## src/rtl/fetch_queue_if.sv

```systemverilog
// Fetch/icache/decode signal bundle for fetch_queue.
interface fetch_queue_if;
   logic        redirect_valid;
   logic [31:0] redirect_pc;
   logic        inst_req;
   logic [31:0] inst_addr;
   logic        inst_addr_ok;
   logic        inst_data_ok;
   logic [63:0] inst_rdata;
   logic [1:0]  deq_valid;
   logic [31:0] deq_pc0;
   logic [31:0] deq_pc1;
   logic [31:0] deq_inst0;
   logic [31:0] deq_inst1;
   logic        deq_adel0;
   logic        deq_adel1;
   logic [1:0]  deq_num;

   modport master (
      output redirect_valid, redirect_pc, inst_addr_ok, inst_data_ok, inst_rdata, deq_num,
      input  inst_req, inst_addr, deq_valid, deq_pc0, deq_pc1, deq_inst0, deq_inst1,
             deq_adel0, deq_adel1
   );

   modport slave (
      input  redirect_valid, redirect_pc, inst_addr_ok, inst_data_ok, inst_rdata, deq_num,
      output inst_req, inst_addr, deq_valid, deq_pc0, deq_pc1, deq_inst0, deq_inst1,
             deq_adel0, deq_adel1
   );
endinterface

```

## src/rtl/fetch_queue.sv

```systemverilog
// Fetch stage: issues aligned icache requests, tracks in-flight tags, buffers returned
// instructions in an in-order queue drained by decode at up to two per cycle.
module fetch_queue #(
   parameter logic [31:0] RESET_PC  = 32'hBFC0_0000,
   parameter int unsigned QDEPTH    = 8,
   parameter int unsigned MAX_OUTST = 2
) (
   input  logic         clk,
   input  logic         rstn,
   fetch_queue_if.slave bus
);
   localparam int unsigned PW = $clog2(QDEPTH);
   localparam int unsigned CW = PW + 1;
   localparam int unsigned OW = $clog2(MAX_OUTST + 1);
   localparam int unsigned TW = (MAX_OUTST > 1) ? $clog2(MAX_OUTST) : 1;

   typedef struct packed {
      logic [31:0] pc;
      logic [31:0] inst;
      logic        adel;
   } entry_t;

   logic [31:0]   fetch_pc;
   logic          halted;
   logic [OW-1:0] outst;
   logic [OW-1:0] discard;
   logic [TW-1:0] tag_head;
   logic [31:0]   tag_q [MAX_OUTST];
   entry_t        q_mem [QDEPTH];
   logic [PW-1:0] head;
   logic [PW-1:0] tail;
   logic [CW-1:0] count;

   logic          req_c;
   logic          accept;
   logic          rsp_keep;
   logic          adel_push;
   logic          misaligned;
   logic [1:0]    pop_n;
   logic [1:0]    push_n;
   entry_t        push0;
   entry_t        push1;
   logic [31:0]   rsp_tag;
   logic [TW-1:0] tag_wr;
   logic [TW-1:0] tag_head_nxt;
   logic [PW-1:0] head1;
   int unsigned   free_slots;
   int unsigned   wr_idx;
   int unsigned   rd_idx;

   // Issue decision, response routing and queue push selection.
   always_comb begin
      pop_n        = bus.redirect_valid ? 2'd0 : bus.deq_num;
      free_slots   = QDEPTH - 32'(count) + 32'(pop_n);
      misaligned   = fetch_pc[1:0] != 2'b00;
      req_c        = rstn && !bus.redirect_valid && !halted && !misaligned &&
                     (32'(outst) < MAX_OUTST) &&
                     (free_slots >= 32'd2 * (32'(outst) + 32'd1));
      accept       = req_c && bus.inst_addr_ok;
      rsp_keep     = bus.inst_data_ok && !bus.redirect_valid && (discard == '0);
      adel_push    = rstn && !bus.redirect_valid && !halted && misaligned &&
                     (outst == '0) && (discard == '0) && (free_slots >= 32'd1);
      rsp_tag      = tag_q[tag_head];
      push_n       = 2'd0;
      push0        = '0;
      push1        = '0;
      if (rsp_keep) begin
         if (!rsp_tag[2]) begin
            push0  = '{pc: rsp_tag, inst: bus.inst_rdata[31:0], adel: 1'b0};
            push1  = '{pc: rsp_tag + 32'd4, inst: bus.inst_rdata[63:32], adel: 1'b0};
            push_n = 2'd2;
         end else begin
            push0  = '{pc: rsp_tag, inst: bus.inst_rdata[63:32], adel: 1'b0};
            push_n = 2'd1;
         end
      end else if (adel_push) begin
         push0  = '{pc: fetch_pc, inst: 32'd0, adel: 1'b1};
         push_n = 2'd1;
      end
      // Live tags sit behind tag_head; discarded requests carry no tag.
      wr_idx = 32'(tag_head) + 32'(outst - discard);
      if (wr_idx >= MAX_OUTST) wr_idx = wr_idx - MAX_OUTST;
      tag_wr = TW'(wr_idx);
      rd_idx = 32'(tag_head) + 32'd1;
      if (rd_idx >= MAX_OUTST) rd_idx = rd_idx - MAX_OUTST;
      tag_head_nxt = TW'(rd_idx);
   end

   // Control state.
   always_ff @(posedge clk) begin
      if (!rstn) begin
         fetch_pc <= RESET_PC;
         halted   <= 1'b0;
         outst    <= '0;
         discard  <= '0;
         tag_head <= '0;
         head     <= '0;
         tail     <= '0;
         count    <= '0;
      end else if (bus.redirect_valid) begin
         fetch_pc <= bus.redirect_pc;
         halted   <= 1'b0;
         outst    <= outst - OW'(bus.inst_data_ok);
         discard  <= outst - OW'(bus.inst_data_ok);
         tag_head <= '0;
         head     <= tail;
         count    <= '0;
      end else begin
         if (accept) fetch_pc <= {fetch_pc[31:3], 3'b000} + 32'd8;
         if (adel_push) halted <= 1'b1;
         outst <= outst + OW'(accept) - OW'(bus.inst_data_ok);
         if (bus.inst_data_ok && (discard != '0)) discard <= discard - OW'(1);
         if (rsp_keep) tag_head <= tag_head_nxt;
         head  <= head + PW'(pop_n);
         tail  <= tail + PW'(push_n);
         count <= count + CW'(push_n) - CW'(pop_n);
      end
   end

   // Tag FIFO and instruction queue storage.
   always_ff @(posedge clk) begin
      if (rstn && !bus.redirect_valid) begin
         if (accept) tag_q[tag_wr] <= fetch_pc;
         if (push_n != 2'd0) q_mem[tail] <= push0;
         if (push_n == 2'd2) q_mem[tail + PW'(1)] <= push1;
      end
   end

   always_ff @(posedge clk) begin
      if (rstn && !bus.redirect_valid) begin
         a_no_underflow: assert (32'(pop_n) <= 32'(count));
         a_no_overflow:  assert (32'(count) + 32'(push_n) <= QDEPTH + 32'(pop_n));
      end
   end

   assign head1         = head + PW'(1);
   assign bus.inst_req  = req_c;
   assign bus.inst_addr = {fetch_pc[31:3], 3'b000};
   assign bus.deq_valid = {count >= CW'(2), count >= CW'(1)};
   assign bus.deq_pc0   = q_mem[head].pc;
   assign bus.deq_inst0 = q_mem[head].inst;
   assign bus.deq_adel0 = q_mem[head].adel;
   assign bus.deq_pc1   = q_mem[head1].pc;
   assign bus.deq_inst1 = q_mem[head1].inst;
   assign bus.deq_adel1 = q_mem[head1].adel;
endmodule

```

## src/flat_wrapper.sv

```systemverilog
// flat-port wrapper written by rule: the top's interface ports become plain ports
module fetch_queue_flat 
#(
   parameter logic [31:0] RESET_PC  = 32'hBFC0_0000,
   parameter int unsigned QDEPTH    = 8,
   parameter int unsigned MAX_OUTST = 2
)
  (clk, rstn, bus_redirect_valid, bus_redirect_pc, bus_inst_addr_ok, bus_inst_data_ok, bus_inst_rdata, bus_deq_num, bus_inst_req, bus_inst_addr, bus_deq_valid, bus_deq_pc0, bus_deq_pc1, bus_deq_inst0, bus_deq_inst1, bus_deq_adel0, bus_deq_adel1);
  fetch_queue_if bus_i ();
  input  logic clk;
  input  logic rstn;
  input wire logic [$bits(bus_i.redirect_valid)-1:0] bus_redirect_valid;
  input wire logic [$bits(bus_i.redirect_pc)-1:0] bus_redirect_pc;
  input wire logic [$bits(bus_i.inst_addr_ok)-1:0] bus_inst_addr_ok;
  input wire logic [$bits(bus_i.inst_data_ok)-1:0] bus_inst_data_ok;
  input wire logic [$bits(bus_i.inst_rdata)-1:0] bus_inst_rdata;
  input wire logic [$bits(bus_i.deq_num)-1:0] bus_deq_num;
  output wire logic [$bits(bus_i.inst_req)-1:0] bus_inst_req;
  output wire logic [$bits(bus_i.inst_addr)-1:0] bus_inst_addr;
  output wire logic [$bits(bus_i.deq_valid)-1:0] bus_deq_valid;
  output wire logic [$bits(bus_i.deq_pc0)-1:0] bus_deq_pc0;
  output wire logic [$bits(bus_i.deq_pc1)-1:0] bus_deq_pc1;
  output wire logic [$bits(bus_i.deq_inst0)-1:0] bus_deq_inst0;
  output wire logic [$bits(bus_i.deq_inst1)-1:0] bus_deq_inst1;
  output wire logic [$bits(bus_i.deq_adel0)-1:0] bus_deq_adel0;
  output wire logic [$bits(bus_i.deq_adel1)-1:0] bus_deq_adel1;
  assign bus_i.redirect_valid = bus_redirect_valid;
  assign bus_i.redirect_pc = bus_redirect_pc;
  assign bus_i.inst_addr_ok = bus_inst_addr_ok;
  assign bus_i.inst_data_ok = bus_inst_data_ok;
  assign bus_i.inst_rdata = bus_inst_rdata;
  assign bus_i.deq_num = bus_deq_num;
  assign bus_inst_req = bus_i.inst_req;
  assign bus_inst_addr = bus_i.inst_addr;
  assign bus_deq_valid = bus_i.deq_valid;
  assign bus_deq_pc0 = bus_i.deq_pc0;
  assign bus_deq_pc1 = bus_i.deq_pc1;
  assign bus_deq_inst0 = bus_i.deq_inst0;
  assign bus_deq_inst1 = bus_i.deq_inst1;
  assign bus_deq_adel0 = bus_i.deq_adel0;
  assign bus_deq_adel1 = bus_i.deq_adel1;
  fetch_queue #(.RESET_PC(RESET_PC), .QDEPTH(QDEPTH), .MAX_OUTST(MAX_OUTST)) u_core (.clk(clk), .rstn(rstn), .bus(bus_i));
endmodule
```

## config.mk

```make
export PLATFORM = sky130hd
export DESIGN_NAME = fetch_queue_flat
export DESIGN_NICKNAME = d
export VERILOG_FILES = /design/src/rtl/fetch_queue_if.sv /design/src/rtl/fetch_queue.sv /design/src/flat_wrapper.sv
export SDC_FILE = /design/constraint.sdc
export NUM_CORES = 1
export LEC_CHECK = 0
export BUFFER_PORTS_ARGS = -buffer_cell sky130_fd_sc_hd__buf_2
export CAP_MARGIN = 30
export CORE_MARGIN = 8
export CORE_UTILIZATION = 55
export CTS_CLUSTER_SIZE = 8
export DETAILED_ROUTE_END_ITERATION = 6
export PLACE_DENSITY = 0.73
export SLEW_MARGIN = 40
export SYNTH_ARGS = -nofsm -noshare
export SYNTH_HDL_FRONTEND = slang
export SYNTH_SLANG_ARGS = --single-unit
```

## constraint.sdc

```tcl
create_clock -name clk -period 7.1 [get_ports clk]
set_input_delay 1.775 -clock clk [delete_from_list [all_inputs] [get_ports clk]]
set_output_delay 1.775 -clock clk [all_outputs]
set_load 0.01 [all_outputs]
```

==> impl_metrics.csv <==
group,metric,value,unit
outcome,status,"complete, no violations",
logic_synthesis,yosysTopAreaCell,"edfxtp_1",
worst_setup_path,rr_worst_depth,16,
clock_network,path_clk_slew,0.05,ns
worst_setup_path,start_kind,"primary input",
sta,timing.final.crit_share,97.9,%
power_and_ir_drop,power_density,238,nW/um2
power_and_ir_drop,leakage,11.6,nW
worst_setup_path,crit_start,"bus_redirect_valid",
clock_network,cts_max_path_buffers,3,
logic_synthesis,ys.flop_type,"edfxtp_1",
detailed_routing,vias,26300,
clock_network,post_cts_hold_buffer_count,0,
power_and_ir_drop,pwr-share-clk,42.1,%
power_and_ir_drop,p_comb_share,12.8,%
worst_setup_path,crit_required,5.33,ns
logic_synthesis,yosysMostFrequentCell,"edfxtp_1",
grt,grt_pass1_wl,165000,um
logic_synthesis,synth_cell_types,78,
grt,antenna_found_initial,3,
power_and_ir_drop,peakVddDrop,161,uV
logic_synthesis,async_reset_ff_share,0,%
worst_setup_path,crit_type,"primary input to primary output",
power_and_ir_drop,netSwitchingPower,2.33,mW
sta,worstMarginPinSlew,0.869,ns
clock_network,cts.sinks,633,
logic_synthesis,synth_seq_cells,633,
grt,grt_pass1_vias,27000,
min_path,hold_depth,2,
sta,hold_viol,0,
clock_network,postCtsSetupBuffers,0,
detailed_routing,finalWirelength,112000,um
clock_network,cts_tree,"yes",
logic_synthesis,syn_area,34400,um2
worst_setup_path,critical_path.endpoint,"bus_inst_req",
detailed_routing,postRouteAntennaNets,0,
detailed_routing,drc,0,
clock_network,cts_root_buf,"clkbuf_16",
worst_setup_path,crit_buf_inv,4,
worst_setup_path,slowest_delay,0.53,ns
finish,num-nets-final,2779,
power_and_ir_drop,p_sw_share,25.1,%
worst_setup_path,crit_arrival,5.18,ns
floorplanning,start_util,55.7,%
sta,slew_violations,0,
worst_setup_path,rrSetupSlack,1.70,ns
worst_setup_path,cp.depth,14,
sta,setup_tns,0,ns
grt,grt_usage,30.6,%
finish,fillers,4491,
worst_setup_path,worstSetupEndpointType,"primary output",
worst_setup_path,cp_max_fo,10,
grt,grt_max_degree,65,
worst_setup_path,cp_cell_sequence,"buf_2 -> inv_1 -> nand2_1 -> inv_1 -> ha_1 -> a21o_1 -> nand3_1 -> ha_1 -> or4b_1 -> or4_4 -> nor4_4 -> nand3_1 -> and3_1 -> buf_2",
sta,fin_crit,6.95,ns
sta,setup_viol,0,
floorplanning,core,61800,um2
logic_synthesis,synth_area_per_cell,14.0,um2
logic_synthesis,synth-seq-area-share,53.6,%
place,io_buffer_count,264,
floorplanning,die_area,70900,um2
floorplanning,die_y,266,um
min_path,hold_path_class,"flip-flop to flip-flop",
power_and_ir_drop,total_power,9.29,mW
worst_setup_path,cp_top_family,"simple AND/OR/NAND/NOR gates",
worst_setup_path,rr_endpoint,"u_core.q_mem[1][56]$_DFFE_PP_",
detailed_routing,first_pass_iters,6,
clock_network,cts_resized,0,
finish,area.growth.synth_to_final,13.5,%
clock_network,numCtsBuffers,89,
floorplanning,rows,91,
power_and_ir_drop,seqPwrFrac,45.1,%
grt,overflow,0,
logic_synthesis,synth-edff-count,576,
logic_synthesis,synthTopCellsByArea,"edfxtp_1, mux4_2, o22ai_1",
clock_network,htree_levels,3,
run,maxCapViolations,0,
sta,relSlewSlack,42.0,%
sta,finClkSkew,0.0225,ns
clock_network,clk_latency,0.63,ns
floorplanning,io_pins,268,
place,place_hpwl,65100,um
logic_synthesis,synth_cells,2458,
sta,fmax,144,MHz
detailed_routing,drt_iter0_drc,3695,
finish,drive_gt1_share,34.5,%
worst_setup_path,worstReg2RegStart,"u_core.count[0]$_SDFF_PP0_",
logic_synthesis,yosysWarnings,0,
logic_synthesis,synth_top_area_share,50.2,%
sta,rsz0062_at_grt,"no",
logic_synthesis,synth_common_cells,"edfxtp_1, o22ai_1, mux4_2, nand2_1, mux2_2",
detailed_routing,routed_via_density,7.46,
detailed_routing,wl_per_cell,31.8,um
floorplanning,dieWidth,266,um
power_and_ir_drop,power.internal,6.96,mW
place,place.gp.congestion,0.872,
worst_setup_path,slowest_stage,"or4_4",
-- cells in the final DEF (no fill, tap or decap), types with 51 or more instances in the layout --
cell type / count
a21oi_1: 51
buf_2: 264
buf_4: 67
clkbuf_16: 91
dfxtp_1: 54
edfxtp_1: 576
mux2_2: 160
mux4_2: 260
nand2_1: 175
o22ai_1: 478
-- power groups by stage --
stage / logic [mW] / registers [mW] / clock network, mW
6_report: 1.19 / 4.19 / 3.91
5_1_grt: 1.26 / 4.20 / 4.06
4_1_cts: 1.18 / 4.19 / 3.91
3_5_place_dp: 1.17 / 4.26 / 0
3_3_place_gp: 1.14 / 4.26 / 0
2_1_floorplan: 0.808 / 4.22 / 0
-- sequential cells by signal (all words and copies together), names as in the netlist, 2 cells and up, named ones only --
register / count
u_core.q_mem: 520
u_core.tag_q: 64
u_core.fetch_pc: 32
u_core.count: 4
u_core.head: 3
u_core.tail: 3
u_core.discard: 2
u_core.outst: 2
-- how the worst min path moves through the flow --
stage	to	slack, ns	startpoint
global placement	u_core.halted$_SDFFE_PP0N_	0.50	u_core.halted$_SDFFE_PP0N_
detailed placement	u_core.halted$_SDFFE_PP0N_	0.51	u_core.halted$_SDFFE_PP0N_
global route	u_core.q_mem[7][0]$_SDFFE_PP0N_	0.55	u_core.q_mem[7][0]$_SDFFE_PP0N_
floorplan	u_core.tag_q[0][2]$_DFFE_PP_	0.45	u_core.fetch_pc[2]$_SDFFE_PN0P_
CTS	u_core.q_mem[7][0]$_SDFFE_PP0N_	0.52	u_core.q_mem[7][0]$_SDFFE_PP0N_
finish	u_core.halted$_SDFFE_PP0N_	0.53	u_core.halted$_SDFFE_PP0N_
-- routing by layer --
layer	share of wire (%)	track usage, %	wire length, um	vias to the layer above
met2	48	49.9	53500	2277
met4	5.5	16.9	6140	2
met3	13	7.46	15000	471
met1	33	37.4	37400	12900
li1	-	-	-	10600
met5	0.0071	0	8	-
-- cell type report --
class / count / area (um2) / area share [%]
clock inverter: 4 / 56.3 / 0.144
antenna: 2 / 5.00 / 0.0128
clock buffer: 127 / 2420 / 6.20
timing repair buffer: 346 / 2070 / 5.29
inverter: 35 / 131 / 0.336
multi-input combinational: 1535 / 14900 / 38.1
tap: 837 / 1050 / 2.68
sequential: 633 / 18400 / 47.2
-- per-stage QoR --
| step | area (um2) | hold WS (ns) | setup slack [ns] | instances | utilization [%] |
|---|---|---|---|---|---|
| floorplan | 34400 | 0.448 | 0.0171 | 2460 | - |
| global placement | 36500 | 0.499 | 0.306 | 3382 | 59.0 |
| detailed placement | 36600 | 0.510 | 0.263 | 3384 | 59.1 |
| CTS | 39000 | 0.522 | 0.194 | 3515 | 63.1 |
| global route | 39100 | 0.553 | 0.0286 | 3518 | 63.2 |
| finish | 39100 | 0.533 | 0.147 | 3519 | 63.2 |
-- kinds of logic (layout without fill, tap and decap cells) --
group                    Yosys count  count (layout)  share of synthesized area [%]
flip-flops                       633             633                           53.6
buffers and inverters            292             512                           3.89
XOR/XNOR                          18              18                          0.458
other                              1               5                         0.0109
adder cells (fa/ha/maj)           36              36                           1.42
AO/OA/AOI/OAI                    680             680                           13.1
AND/OR/NAND/NOR                  370             370                           5.09
multiplexers                     428             428                           22.5
-- tightest hold or removal path: stages (launching register included) --
cell,delay (ns)
dfxtp_1,0.36
a21oi_1,0.05
nor2_1,0.08
Power figures use the tool's default switching activity.
